File: config.mk
export PLATFORM = sky130hd
export DESIGN_NAME = isp_restart_seq
export DESIGN_NICKNAME = d
export VERILOG_FILES = /design/src/rtl/isp_restart_pkg.sv /design/src/rtl/isp_prio_enc.sv /design/src/rtl/isp_restart_seq.sv
export SDC_FILE = /design/constraint.sdc
export NUM_CORES = 1
export LEC_CHECK = 0
export ABC_AREA = 1
export CAP_MARGIN = 0
export CORE_MARGIN = 1.5
export CORE_UTILIZATION = 52
export CTS_CLUSTER_DIAMETER = 80
export CTS_CLUSTER_SIZE = 24
export DETAILED_ROUTE_END_ITERATION = 6
export HOLD_SLACK_MARGIN = 0.15
export PLACE_DENSITY = 0.77
export SLEW_MARGIN = 5
export SYNTH_ARGS = -nofsm -noshare
export SYNTH_HDL_FRONTEND = slang
export SYNTH_SLANG_ARGS = --single-unit
File: constraint.sdc
create_clock -name CLK -period 1.6 [get_ports CLK]
set_input_delay 0.48 -clock CLK [delete_from_list [all_inputs] [get_ports CLK]]
set_output_delay 0.48 -clock CLK [all_outputs]
set_load 0.01 [all_outputs]
File: src/rtl/isp_restart_pkg.sv
// Shared types and helpers for the post-ISP restart sequencer.
package isp_restart_pkg;

  localparam int KEY_W   = 8;
  localparam int MAX_REQ = 8;

  typedef enum logic [2:0] {
    S_IDLE  = 3'd0,
    S_ARMED = 3'd1,
    S_HOLD  = 3'd2,
    S_FIRE  = 3'd3,
    S_LOCK  = 3'd4
  } state_t;

  // Index of the lowest set bit; 0 when the vector is empty.
  function automatic logic [2:0] lowest_set_idx(input logic [MAX_REQ-1:0] v);
    logic [2:0] idx;
    idx = '0;
    for (int i = MAX_REQ - 1; i >= 0; i--) begin
      if (v[i]) idx = 3'(i);
    end
    return idx;
  endfunction

endpackage

File: src/rtl/isp_prio_enc.sv
// Lowest-index-wins priority encoder used to arbitrate restart requests.
module isp_prio_enc
  import isp_restart_pkg::*;
#(
  parameter int N     = 2,
  parameter int IDX_W = 1
) (
  input  logic [N-1:0]     vec,
  output logic             valid,
  output logic [IDX_W-1:0] idx
);

  logic [MAX_REQ-1:0] vec_ext;

  assign vec_ext = MAX_REQ'(vec);
  assign valid   = |vec;
  assign idx     = IDX_W'(lowest_set_idx(vec_ext));

endmodule

File: src/rtl/isp_restart_seq.sv
// Restart sequencer run after an ISP update: arbitrates request sources,
// demands a confirmation key, waits a hold-off, then drives a timed
// active-low restart pulse from a flop.
module isp_restart_seq
  import isp_restart_pkg::*;
#(
  parameter int               N_REQ       = 2,
  parameter int               CNT_W       = 24,
  parameter int               HOLDOFF     = 1000000,
  parameter int               ARM_TIMEOUT = 2000000,
  parameter int               PULSE_CYC   = 16,
  parameter logic [KEY_W-1:0] KEY         = 8'hA5
) (
  input  logic                                   CLK,
  input  logic                                   RESETn,
  input  logic [N_REQ-1:0]                       req_i,
  input  logic                                   key_valid_i,
  input  logic [KEY_W-1:0]                       key_i,
  input  logic                                   abort_i,
  input  logic                                   err_clr_i,
  output logic                                   restart_n_o,
  output logic                                   busy_o,
  output logic [2:0]                             state_o,
  output logic [((N_REQ > 1) ? $clog2(N_REQ) : 1)-1:0] src_o,
  output logic                                   err_o
);

  localparam int IDX_W = (N_REQ > 1) ? $clog2(N_REQ) : 1;

  // Reject parameter sets the counter cannot represent.
  if (N_REQ < 1 || N_REQ > MAX_REQ ||
      HOLDOFF < 1 || ARM_TIMEOUT < 1 || PULSE_CYC < 1 ||
      longint'(HOLDOFF)     >= (longint'(1) << CNT_W) ||
      longint'(ARM_TIMEOUT) >= (longint'(1) << CNT_W) ||
      longint'(PULSE_CYC)   >= (longint'(1) << CNT_W)) begin : g_param_check
    $error("isp_restart_seq: N_REQ/HOLDOFF/ARM_TIMEOUT/PULSE_CYC out of range");
  end

  state_t             state;
  logic [N_REQ-1:0]   req_q;
  logic [N_REQ-1:0]   rise;
  logic               rise_vld;
  logic [IDX_W-1:0]   rise_idx;
  logic [CNT_W-1:0]   cnt;
  logic               cnt_zero;
  logic               key_ok;

  assign rise     = req_i & ~req_q;
  assign cnt_zero = (cnt == '0);
  assign key_ok   = key_valid_i && (key_i == KEY);
  assign state_o  = state;

  isp_prio_enc #(
    .N     (N_REQ),
    .IDX_W (IDX_W)
  ) u_prio_enc (
    .vec   (rise),
    .valid (rise_vld),
    .idx   (rise_idx)
  );

  // Sequencer FSM with its shared down-counter and all registered outputs.
  always_ff @(posedge CLK or negedge RESETn) begin
    if (!RESETn) begin
      state       <= S_IDLE;
      cnt         <= '0;
      req_q       <= '0;
      src_o       <= '0;
      err_o       <= 1'b0;
      restart_n_o <= 1'b1;
      busy_o      <= 1'b0;
    end else begin
      // NOTE: non-blocking assignments everywhere here; a later assignment to
      // the same flop in this block overrides an earlier one, which is how an
      // error set beats a simultaneous err_clr_i below.
      req_q <= req_i;
      if (err_clr_i) err_o <= 1'b0;

      case (state)
        S_IDLE: begin
          if (rise_vld) begin
            state  <= S_ARMED;
            busy_o <= 1'b1;
            src_o  <= rise_idx;
            cnt    <= CNT_W'(ARM_TIMEOUT - 1);
          end
        end

        S_ARMED: begin
          if (abort_i) begin
            state  <= S_IDLE;
            busy_o <= 1'b0;
          end else if (key_ok) begin
            state <= S_HOLD;
            cnt   <= CNT_W'(HOLDOFF - 1);
          end else if (key_valid_i || cnt_zero) begin
            state  <= S_IDLE;
            busy_o <= 1'b0;
            err_o  <= 1'b1;
          end else begin
            cnt <= cnt - CNT_W'(1);
          end
        end

        S_HOLD: begin
          if (abort_i) begin
            state  <= S_IDLE;
            busy_o <= 1'b0;
          end else if (cnt_zero) begin
            state       <= S_FIRE;
            cnt         <= CNT_W'(PULSE_CYC - 1);
            restart_n_o <= 1'b0;
          end else begin
            cnt <= cnt - CNT_W'(1);
          end
        end

        // Once the pulse has started it always runs to completion.
        S_FIRE: begin
          if (cnt_zero) begin
            state       <= S_LOCK;
            restart_n_o <= 1'b1;
          end else begin
            cnt <= cnt - CNT_W'(1);
          end
        end

        // Every source must drop before a new sequence can start.
        S_LOCK: begin
          if (req_i == '0) begin
            state  <= S_IDLE;
            busy_o <= 1'b0;
          end
        end

        default: begin
          state       <= S_IDLE;
          busy_o      <= 1'b0;
          restart_n_o <= 1'b1;
        end
      endcase
    end
  end

endmodule

Yosys cells after proc, flatten, opt, wreduce, memory -nomap -nowiden. Cells that the tools add are included.

Register bits after elaboration: 33. Word-level logic and storage cells: 78.

Bitwise operators: 4. Reduce and logical (&&, ||, !) cells: 13. Eq/ne operators: 18. Add/subtract/negate cells: 1. Muxes and demuxes: 35.

Operators by type and width (count): 2-to-1 mux 24 bit (7); case mux 24 bit (4 select lines) (1); zero test 24 bit (1); 2-to-1 mux 3 bit (8); subtractor 24 x 1 -> 24 bit (second input constant) (1); 2-to-1 mux 1 bit (16); inequality test 2 bit (second input constant) (8); case mux 3 bit (5 select lines) (1); inequality test 3 bit (second input constant) (4); AND reduction 6 bit (2); equality test 8 bit (second input constant) (1); equality test 3 x 2 -> 1 bit (second input constant) (2); case mux 1 bit (5 select lines) (1); AND reduction 5 bit (1); inequality test 4 bit (second input constant) (1); AND reduction 4 bit (1); nonzero test 4 bit (1); equality test 3 x 1 -> 1 bit (second input constant) (1); equality test 3 bit (second input constant) (1); zero test 3 bit (1); case mux 1 bit (3 select lines) (1); OR reduction 3 bit (1); bitwise AND 2 bit (1); zero test 2 bit (1); other kinds (6) (7).

Depth between registers and ports, before layout.
Depth after elaboration: 6. Depth in mapped cells: 13. Mapped depth without buffers: 12.

By module. A second synthesis with hierarchy kept.

Cells, all modules: 382. Area total of the unflattened synthesis: 2497.4 um^2.

By module, submodules not included: isp_restart_seq (area each 2482.4 um^2, cells each 378, times used 1); isp_prio_enc (area each 15.0 um^2, cells each 4, times used 1).

Least setup slack after synthesis. Ideal clock, no wire load.

Path type: in2reg. Start point: input port key_valid_i. End point: register cnt[11]. Setup time: 0.117 ns. Path slack: 0.009 ns. Buffers on the path: 1. Stages on the path: 10. Data arrival time: 1.473 ns. Data required time: 1.483 ns. Path through: inv_1 nor2_1 nand4_1 nand2_1 a21oi_4 nor2_4 inv_4 buf_6 nand2_1 nand2_1.

Longest elaborated chain between the ends: 4. Elaborated cells on any way between the ends: 7. Those cells by class: 1 x eq/ne; 3 x mux; 3 x reduce/logical.

RTL lines: from (decl) (RTL line isp_restart_seq.sv:17) `input logic key_valid_i,`; logical AND 1 bit (RTL line isp_restart_seq.sv:50) `assign key_ok = key_valid_i && (key_i == KEY);`; 2-to-1 mux 24 bit (RTL line isp_restart_seq.sv:93) `end else if (key_ok) begin`; 2-to-1 mux 24 bit (RTL line isp_restart_seq.sv:90) `if (abort_i) begin`; case mux 24 bit (4 select lines) (RTL line isp_restart_seq.sv:79) `case (state)`; to (signal assigned) (RTL line isp_restart_seq.sv:85) `cnt <= CNT_W'(ARM_TIMEOUT - 1);`; to (signal assigned) (RTL line isp_restart_seq.sv:95) `cnt <= CNT_W'(HOLDOFF - 1);`; to (signal assigned) (RTL line isp_restart_seq.sv:101) `cnt <= cnt - CNT_W'(1);`; to (decl) (RTL line isp_restart_seq.sv:44) `logic [CNT_W-1:0] cnt;`.

Parallel ways exist; a longest one is shown, timed or not. The select of a mux whose other input is x is not followed. A chain may end at the register's enable or synchronous reset.

Worst setup path after layout.
Start point: register cnt[7]. End point: register cnt[21].

Longest elaborated chain between the ends: 5. Elaborated cells on any way between the ends: 13. Those cells by class: 1 x add/sub; 2 x eq/ne; 7 x mux; 3 x reduce/logical.

RTL lines: subtractor 24 x 1 -> 24 bit (RTL line isp_restart_seq.sv:101, isp_restart_seq.sv:114, isp_restart_seq.sv:124); 2-to-1 mux 24 bit (RTL line isp_restart_seq.sv:96) `end else if (key_valid_i || cnt_zero) begin`; 2-to-1 mux 24 bit (RTL line isp_restart_seq.sv:93); 2-to-1 mux 24 bit (RTL line isp_restart_seq.sv:90); case mux 24 bit (4 select lines) (RTL line isp_restart_seq.sv:79).

Parallel ways exist; a longest one is shown, timed or not. The select of a mux whose other input is x is not followed.

==> results.cfg <==
[critical_path]
critPathMaxStageDelay_ns = 0.42
cp_max_fo = 4
end_kind = flop
path_common_cell = nand2_1
cp_data_arrival_time_ns = 2.43
cp_slowest_cell = dfrtp_1
critPathKind = flop to flop
crit_buf_inv = 2
reg2reg_slack_ns = -0.58
crit_chain = buf_4 > nor2_1 > nand2_1 > nor2_1 > buf_4 > nand2_1 > nor2_1 > nand2_1 > nand2_1 > nand3_2 > nand2_2
startpoint_type = flop
critical_path.top_delay_family = simple AND/OR/NAND/NOR gates
critPathRequiredTime_ns = 1.85

[synthesis]
yosysUniqueCellTypes = 30
yosys_warnings = 0
syn_area_per_cell_um2 = 6.49
synth_cells = 368
yosysSeqAreaShare_pct = 34.6
netlist_area_um2 = 2390
syn_nets = 385
ys_ff_latch = 33

[sta]
fin_crit_ns = 2.18
fin_crit_sh_pct = 136
clock_skew_ns = 0.0117
rsz0062_at_grt = yes
drv_slew = 0
fin_ws_ns = -0.579
max_freq_mhz = 459
slew_headroom_pct = 73.1
hold_viol_final = 0
finalSetupViolCount = 30
tightest_slew_ns = 0.400

[floorplan]
design.core.area_um2 = 4380
die_height_um = 70.8
ios = 22
start_util_pct = 54.5
die_w_um = 70.8
row_count = 24
dieArea_um2 = 5010

[power]
p_leak_uw = 0.00211
p_clk_share_pct = 11.2
vdd_drop_max_mv = 1.25
power_switching_uw = 3920
pwr-share-seq_pct = 17.4
cellPowerDensity_nw_per_um2 = 1890
switching_share_pct = 50.7
combPwrFrac_pct = 71.4
p_int_uw = 3800

[run]
maxCapViolations = 0

[clocking]
cts-buffers-inserted = 5
cts_htree_levels = 2
clkSinkCount = 33
clk_latency_ns = 0.31
cts-root-buf = clkbuf_8
tritoncts = built
clk_pin_slew_ns = 0.08
clockBufferDepth = 2

[global_routing]
first_global_vias = 3312
grt_max_degree = 34
overflow = 0
grt_use_total_pct = 42.3
grt_first_pass_wirelength_mm = 16.4
antenna_found_initial = 0

[detailed_routing]
ant_nets = 0
drt-wirelength-per-cell_um = 25.2
drtIter0Drc = 887
vias_per_cell = 6.82
drt-total-wl_mm = 13.8
drc = 114
vias = 3744
drt-pass1-iter-count = 7

[placement]
dp_hpwl_mm = 4.82
placedCellCount = 498
gp_congestion = 0.864
post-place-ws_ns = -0.460
io_buffers = 21

[worst_hold_path]
hp-class = input pin to flop

[run_status]
violations = design-rule violations, negative setup slack
outcome = complete, but fails checks

[cells_and_area]
final_layout_size_suffix_gt1_share_pct = 46.1
antenna_cells = 0
syn2layout_area_growth_pct = 70.8
final_cells = 549
finalNetCount = 513
## through the flow
step                cell area [um^2]  setup TNS [ns]  utilization (%)  hold slack, ns  power [uW]
finish                          4080          -10.74             93.1           0.510        7720
detailed placement              3100          -11.57             70.7           0.478        4280
CTS                             3770           -1.73             86.0           0.463        6250
global placement                3100          -10.66             70.7           0.473        4200
global route                    4080          -10.90             93.1           0.491        7810
floorplan                       2390               0                -           0.184        3100
## layout make-up
class / count / area [um^2]
multi-input cells: 293 / 1820
repair buffers: 126 / 1100
flip-flops and latches: 33 / 830
fillers: 151 / 304
inverters: 37 / 149
clock buffers: 7 / 86.3
well taps: 52 / 65.1
clock inverters: 1 / 30.0
## logic make-up (layout without fill, tap and decap cells)
family	count (synthesis)	count (layout)	synth area share [%]
and+or+nand+nor	256	257	45.6
DFF	33	33	34.6
AOI/OAI and AO/OA	21	21	5.50
buffers and inverters	43	171	8.43
adders and majority gates	2	2	1.05
xor gates and xnor gates	13	13	4.77
## sequential cells by signal, summed over array words and instances, names as in the netlist
signal	count
err_o	1
restart_n_o	1
src_o	1
req_q	2
cnt	24
busy_o	1
state_o	3
## final timing paths
kind | from | end | cells after the start
worst max register to register | cnt[7] | cnt[21] | 11
min in group asynchronous | RESETn | cnt[22] | 2
worst min-delay path | req_i[1] | req_q[1] | 1
worst max-delay path | cnt[7] | cnt[21] | 11
worst min register to register | busy_o | busy_o | 2
max in group asynchronous | RESETn | restart_n_o | 2
## synth_stat cells (all sizes together)
library cell / instances / area share [%]
a21oi: 3 / 1.1
and2: 1 / 0.26
buf: 6 / 2.5
dfrtp: 32 / 34
dfstp: 1 / 1.1
ha: 2 / 1.0
inv: 37 / 5.9
nand2: 157 / 25
nand3: 28 / 6.4
nand3b: 1 / 0.31
nand4: 10 / 2.6
nor2: 57 / 10
nor3: 2 / 0.63
o211ai: 1 / 0.31
o21a: 1 / 0.31
o21ai: 12 / 2.5
o21bai: 2 / 0.63
o22a: 1 / 0.37
o22ai: 1 / 0.26
xnor2: 4 / 1.5
xor2: 9 / 3.3
## power by group through the flow
| stage | sequential (uW) | combinational [uW] | clock (uW) |
|---|---|---|---|
| final | 1340 | 5510 | 864 |
| after global routing | 1340 | 5580 | 888 |
| after CTS | 1280 | 4110 | 850 |
| after detailed placement | 1290 | 2990 | 0 |
| after global placement | 1280 | 2910 | 0 |
| after floorplan | 1350 | 1760 | 0 |
## placed cells by master (no fill, tap or decap), types with 5 or more instances in the layout
cell	n
buf_4	94
buf_6	5
clkbuf_8	6
clkdlybuf4s50_1	7
dfrtp_1	30
dlygate4sd2_1	14
inv_1	32
nand2_1	108
nand2_2	38
nand2_4	11
nand3_1	15
nand3_2	10
nand4_1	10
nor2_1	24
nor2_2	18
nor2_4	15
o21ai_0	5
xor2_1	7
## metal layers
metal  vias up  GRT usage, %  routed length [um]  part of all wire [%]
met4         0          27.0                1360                   9.8
met2       510          66.4                5720                    41
li1       1411             -                   -                     -
met5         -             0                   0                     0
met1      1647          51.5                4530                    33
met3       176          11.0                2240                    16
## repair_timing
item,in CTS,in global routing
hold buffers,0,0
cloned,4,0
pin swaps,48,30
setup endpoints to repair,37,30
resized for setup,107,55
setup buffers,27,12
(Power assumes the default switching activity.)
